File: config.mk
export PLATFORM = sky130hd
export DESIGN_NAME = ccff_chain_loader
export DESIGN_NICKNAME = d
export VERILOG_FILES = /design/src/rtl/ccff_chain_loader.sv
export SDC_FILE = /design/constraint.sdc
export NUM_CORES = 1
export LEC_CHECK = 0
export CORE_MARGIN = 5
export CORE_UTILIZATION = 55
export DETAILED_ROUTE_END_ITERATION = 8
export PLACE_DENSITY = 0.81
export SKIP_CTS_REPAIR_TIMING = 1
export SYNTH_ARGS = -nofsm -noshare
export SYNTH_HDL_FRONTEND = slang
export SYNTH_SLANG_ARGS = --single-unit
File: constraint.sdc
create_clock -name prog_clk -period 3.1 [get_ports prog_clk]
set_input_delay 0.465 -clock prog_clk [delete_from_list [all_inputs] [get_ports prog_clk]]
set_output_delay 0.465 -clock prog_clk [all_outputs]
set_load 0.02 [all_outputs]
File: src/rtl/ccff_chain_loader.sv
// Configuration-chain initiator: serialises bitstream words onto a CCFF chain, LSB first.
// Optional CRC-16-CCITT of the shifted bits is enabled with `define CCFF_CRC_EN.
module ccff_chain_loader #(
    parameter int CHAIN_LEN = 8,
    parameter int WORD_W    = 8
) (
    input  logic              prog_clk,
    input  logic              prog_reset_n,
    input  logic              start,
    input  logic              abort,
    input  logic [WORD_W-1:0] word_in,
    input  logic              word_valid,
    output logic              word_ready,
    output logic              ccff_head,
    output logic              ccff_clk_en,
    input  logic              ccff_tail,
    output logic              busy,
    output logic              done,
    output logic [15:0]       tail_ones
`ifdef CCFF_CRC_EN
    ,
    output logic [15:0]       crc
`endif
);

    localparam int CNT_W = $clog2(CHAIN_LEN + 1);
    localparam int SUB_W = (WORD_W > 1) ? $clog2(WORD_W) : 1;
    localparam logic [CNT_W-1:0] LAST_BIT = CNT_W'(CHAIN_LEN - 1);
    localparam logic [SUB_W-1:0] LAST_SUB = SUB_W'(WORD_W - 1);

    typedef enum logic [1:0] {
        IDLE,
        FETCH,
        SHIFT,
        FIN
    } state_t;

    state_t            state_q;
    state_t            state_d;
    logic [WORD_W-1:0] shift_reg;
    logic [SUB_W-1:0]  sub_cnt;
    logic [CNT_W-1:0]  bit_cnt;
    logic              load_start;
    logic [15:0]       tail_inc;

    assign word_ready = (state_q == FETCH);
    assign busy       = (state_q != IDLE);
    assign load_start = (state_q == IDLE) && start && !abort;
    assign tail_inc   = (tail_ones == 16'hFFFF) ? tail_ones : tail_ones + {15'd0, ccff_tail};

    // Bit count check takes priority so a partial final word ends the load early.
    always_comb begin
        state_d = state_q;
        case (state_q)
            IDLE: begin
                if (load_start) begin
                    state_d = FETCH;
                end
            end
            FETCH: begin
                if (abort) begin
                    state_d = IDLE;
                end else if (word_valid) begin
                    state_d = SHIFT;
                end
            end
            SHIFT: begin
                if (abort) begin
                    state_d = IDLE;
                end else if (bit_cnt == LAST_BIT) begin
                    state_d = FIN;
                end else if (sub_cnt == LAST_SUB) begin
                    state_d = FETCH;
                end
            end
            FIN: begin
                state_d = IDLE;
            end
            default: begin
                state_d = IDLE;
            end
        endcase
    end

    always_ff @(posedge prog_clk or negedge prog_reset_n) begin
        if (!prog_reset_n) begin
            state_q     <= IDLE;
            shift_reg   <= '0;
            sub_cnt     <= '0;
            bit_cnt     <= '0;
            ccff_head   <= 1'b0;
            ccff_clk_en <= 1'b0;
            done        <= 1'b0;
            tail_ones   <= '0;
        end else begin
            state_q     <= state_d;
            done        <= 1'b0;
            ccff_clk_en <= 1'b0;
            // The chain shifts on every edge where the enable is high, so the tail bit leaves then.
            if (ccff_clk_en) begin
                tail_ones <= tail_inc;
            end
            case (state_q)
                IDLE: begin
                    if (load_start) begin
                        bit_cnt   <= '0;
                        tail_ones <= '0;
                    end
                end
                FETCH: begin
                    if (!abort && word_valid) begin
                        shift_reg <= word_in;
                        sub_cnt   <= '0;
                    end
                end
                SHIFT: begin
                    if (!abort) begin
                        ccff_head   <= shift_reg[sub_cnt];
                        ccff_clk_en <= 1'b1;
                        bit_cnt     <= bit_cnt + CNT_W'(1);
                        sub_cnt     <= sub_cnt + SUB_W'(1);
                    end
                end
                FIN: begin
                    if (!abort) begin
                        done <= 1'b1;
                    end
                end
                default: begin
                end
            endcase
        end
    end

`ifdef CCFF_CRC_EN
    logic [15:0] crc_step;

    assign crc_step = {crc[14:0], 1'b0} ^ ({16{crc[15] ^ ccff_head}} & 16'h1021);

    always_ff @(posedge prog_clk or negedge prog_reset_n) begin
        if (!prog_reset_n) begin
            crc <= '0;
        end else if (load_start) begin
            crc <= 16'hFFFF;
        end else if (ccff_clk_en) begin
            crc <= crc_step;
        end
    end
`endif

endmodule

== Word-level counts from Yosys, hierarchy flattened ==
Index checks and enable logic that the tools add are counted.

* Output and inout port bits: 21
* Flip-flop bits (word level): 36
* Bits of input ports: 14
* Word-level logic and storage cells: 59

* Eq/ne operators: 11
* Bitwise logic cells: 1
* $add $sub $neg: 3
* Mux-type cells: 22
* Magnitude comparators: 1
* Reductions and logical operators: 13

{| class="wikitable"
|+ Operators with widths
! operator !! count
|-
| 2-to-1 mux 16 bit || 4
|-
| adder 16 x 1 -> 16 bit || 1
|-
| == test 16 bit, second input constant || 1
|-
| 2-to-1 mux 2 bit || 6
|-
| AND reduction 3 bit || 3
|-
| 2-to-1 mux 4 bit || 2
|-
| case mux 2 bit (4 select lines) || 1
|-
| case mux 4 bit (2 select lines) || 1
|-
| 2-to-1 mux 3 bit || 2
|-
| case mux 3 bit (2 select lines) || 1
|-
| nonzero test 2 bit || 3
|-
| adder 4 x 1 -> 4 bit, second input constant || 1
|-
| == test 2 bit, second input constant || 2
|-
| == test 4 x 3 -> 1 bit, second input constant || 1
|-
| less-than comparator 3 x 4 -> 1 bit, second input constant || 1
|-
| 2-to-1 mux 1 bit || 4
|-
| inequality test 2 bit, second input constant || 2
|-
| inequality test 4 bit, second input constant || 1
|-
| AND reduction 2 bit || 2
|-
| adder 3 x 1 -> 3 bit, second input constant || 1
|-
| binary-select mux 1 bit (select 3 bit) || 1
|-
| == test 3 bit, second input constant || 1
|-
| logical AND 1 bit || 3
|-
| inequality test 3 bit, second input constant || 1
|-
| 5 further kinds || 5
|}

== Depth between registers and ports, before layout ==
* Depth in word-level cells: 5
* Mapped depth: 7
* Gate-level depth less buffers: 6

== Worst setup path before layout ==
No wires, ideal clock.

* Path type: register -> register
* Start: register tail_ones[0]
* End: register tail_ones[9]
* Setup slack: 1.263 ns
* Data required time: 3.022 ns
* Library setup time: 0.078 ns
* Clock period less this slack: 1.837 ns
* Cell stages (with the launch flop): 7
* Buffers on the path: 1
* Arrival: 1.759 ns
* Cell sequence: dfrtp_1 ha_1 nand2_1 or3_1 buf_2 or4_1 a21oi_1

* Word-level cells in the longest chain between the ends: 5
* Elaborated cells on any way between the ends: 6
* Classes of those cells: add/sub: 1; eq/ne: 1; mux: 4

{| class="wikitable"
|+ Ends and longest elaborated chain
! item !! RTL line !! RTL
|-
| start: declaration || 19 || <nowiki>output logic [15:0] tail_ones</nowiki>
|-
| start signal: assignment || 101 || <nowiki>tail_ones <= tail_inc;</nowiki>
|-
| adder 16 x 1 -> 16 bit / == test 16 bit (equally long branches) || 49 || <nowiki>assign tail_inc = (tail_ones == 16'hFFFF) ? tail_ones : tail_ones + {15'd0, ccff_tail};</nowiki>
|-
| 2-to-1 mux 16 bit * || 49 ||
|-
| 2-to-1 mux 16 bit * || 100 || <nowiki>if (ccff_clk_en) begin</nowiki>
|-
| 2-to-1 mux 16 bit || 105 || <nowiki>if (load_start) begin</nowiki>
|-
| 2-to-1 mux 16 bit * || 103 || <nowiki>case (state_q)</nowiki>
|}

Every way passes the cells marked *; elsewhere a longest branch is shown, timed or not.
A chain may end at the register's enable or synchronous reset.

== Worst setup path after layout ==
* Start: register state_q[0]
* End: output word_ready

* Word-level cells in the longest chain between the ends: 1

{| class="wikitable"
|+ Ends and longest elaborated chain
! item !! RTL line !! RTL
|-
| start: declaration || 38 || <nowiki>state_t state_q;</nowiki>
|-
| start signal: assignment || 96 || <nowiki>state_q <= state_d;</nowiki>
|-
| == test 2 x 1 -> 1 bit || 46 || <nowiki>assign word_ready = (state_q == FETCH);</nowiki>
|-
| end: declaration || 13 || <nowiki>output logic word_ready,</nowiki>
|}

No other way between the ends.

==> out/metrics.yaml <==
outcome:
  status: "complete, no violations"
finish:
  final_util: 0.6937
  final_cells: 261
  largest_reg_flops: 16
  regArea_um2: 900.9
  antenna_cells: 0
  fin_nets: 234
  multiInputGateArea_um2: 884.6
  area_growth_pct: 23.46
  fill_cells: 262
  drive_gt1_frac: 0.1256
route:
  ant_nets: 0
  finalWirelength_mm: 3.778
  via_per_inst: 5.847
  wl_per_cell_um: 14.48
  drc: 0
  first_pass_iters: 4
  drtIter0Drc: 79
  vias: 1526
global_route:
  grt_overflow_total: 0
  grt_first_pass_wirelength_mm: 6.389
  grt_max_degree: 37
  antenna_found_initial: 0
  grt.total_usage: 0.1845
  grt_pass1_vias: 1519
timing:
  rsz0062_at_grt: "no"
  maxSlewHeadroom: 0.7054
  fin_crit_sh: 0.7211
  layout_setup_ws_ns: 0.8646
  slew_violations: 0
  report.final.setup_viol: 0
  fin_setup_tns_ns: 0
  worst_pin_slew_ns: 0.4419
  whs_ns: 0.5115
  fin_worst_skew_ns: 0.009266
  hold_viol: 0
  min_period_ns: 2.235
  max_freq_ghz: 0.4473
yosys:
  synth_edf_count: 0
  ys_ff_latch: 36
  synth-seq-area-share: 0.4881
  syn_area_mm2: 0.001846
  syn_area_per_cell_um2: 10.31
  ys_warn_count: 0
  synth.most_common_cell: "dfrtp_1"
  synth-main-ff-cell: "dfrtp_1"
  synth_nets: 198
  synth_top_area_share: 0.4881
  synthTopCellsByArea: "dfrtp_1 49%, mux2_2 5.5%, a21oi_1 4.3%"
  syn_inst: 179
  ys_top_cells_by_count: "36 x dfrtp_1, 16 x a21oi_1, 15 x nand2_1"
  yosys.area.top_type: "dfrtp_1"
  synthArstFlopShare: 1.000
  netlist-cell-type-count: 42
placement:
  io_buffers: 34
  place_inst: 254
  place.gp.congestion: 0.8225
  dpl.hpwl_mm: 2.768
  pre_cts_ws_ns: 0.7086
worst_setup_path:
  startpoint_type: "flop"
  cpPeakStageDelay_ns: 0.64
  worst_ep_arrival_time_ns: 1.77
  path_delay_family: "buffers and inverters"
  path_max_fanout: 11
  reg2reg_slack_ns: 1.19
  reg2reg_from: "tail_ones[1]$_DFF_PN0_"
  worstPathCellList: "nor2b_1 > clkdlybuf4s50_1"
  crit_path_start: "state_q[0]$_DFFE_PN0P_"
  crit_type: "flop to output port"
  cpMaxStageDelayCell: "clkdlybuf4s50_1"
  cp-end-kind: "output port"
  crit_required_ns: 2.63
  worst-path-buf-inv: 1
power:
  leakage_nw: 0.9401
  ir_worst_vdd_mv: 0.2875
  power_density_mw_per_mm2: 453.7
cts:
  cts_sinks: 36
  root_buffer: "clkbuf_4"
  cts_buffer_depth: 2
  cts.clk_slew.worst_paths_ns: 0.11
  clkLatencyLatePin_ns: 0.34
  cts_tree: "yes"
  htreeDepth: 2
  cts_buffers: 5
flow_run:
  cap_violations: 0
hold_path:
  hold_class: "primary input to asynchronous set/reset pin"
die:
  dieArea_mm2: 0.004614
  die_w_um: 67.93
  rows: 21
  initial_core_util: 0.5619
  core-area_mm2: 0.003284
  io_pins: 35
  fp.dieH_um: 67.93
## cell type report
class                   instances  area share
multi-input cells             128      0.3882
inverters                       7     0.01153
well taps                      46     0.02526
clock inverters                 1    0.002197
clock buffers                   6     0.01812
flip-flops and latches         36      0.3954
repair buffers                 37      0.1593
## routing by layer
metal	up-vias	global-route usage	part of all wire
li1	728	-	-
met3	11	0.06732	0.068
met2	45	0.3189	0.49
met1	742	0.2013	0.42
met4	0	0.08189	0.020
met5	-	0	0
## cell families after synthesis
| kind of cell | count (synthesis) | share of synthesized area |
|---|---|---|
| AOI/OAI and AO/OA | 37 | 0.1275 |
| adders and majority gates | 5 | 0.03390 |
| DFF | 36 | 0.4881 |
| and+or+nand+nor | 69 | 0.2081 |
| muxes | 14 | 0.09559 |
| buffers and inverters | 15 | 0.03254 |
| xor gates and xnor gates | 3 | 0.01424 |
## final timing paths
check / to / cells past startpoint
min in group prog_clk: shift_reg[7]$_DFFE_PN0P_ / 1
worst min-delay path: tail_ones[0]$_DFF_PN0_ / 2
worst min register to register: shift_reg[7]$_DFFE_PN0P_ / 1
worst max register to register: tail_ones[9]$_DFF_PN0_ / 4
worst max-delay path: word_ready / 2
max in group asynchronous: sub_cnt[0]$_DFFE_PN0P_ / 2
## power breakdown
group | total [mW] | internal (mW) | leakage (nW) | switching, mW
logic | 0.215 | 0.126 | 0.432 | 0.0885
clock network | 0.235 | 0.0835 | 0.0281 | 0.151
registers | 0.584 | 0.530 | 0.481 | 0.0539
total | 1.03 | 0.740 | 0.940 | 0.293
## cell usage in the layout (no fill, tap or decap), drive strengths merged, types with 2 or more instances in the layout
cell type	netlist	layout
a211oi	2	2
a21oi	16	16
a311oi	2	2
and2	3	3
buf	3	3
clkbuf	5	6
clkdlybuf4s50	0	34
dfrtp	36	36
ha	5	5
inv	7	7
mux2	9	9
mux2i	3	3
mux4	2	2
nand2	15	15
nand2b	2	2
nand3	7	7
nand3b	2	2
nand4	4	4
nor2	14	14
nor2b	2	2
nor3	4	4
o21ai	3	3
o22ai	2	2
o31ai	5	5
or2	2	2
or3	3	3
or4	7	7
xor2	2	2
## metrics by stage
step | area [um^2] | power, mW
global placement | 2232 | 0.7978
CTS | 2278 | 1.050
finish | 2278 | 1.034
floorplan | 1846 | 0.7210
detailed placement | 2232 | 0.8119
global route | 2278 | 1.097
(Power assumes the default switching activity.)
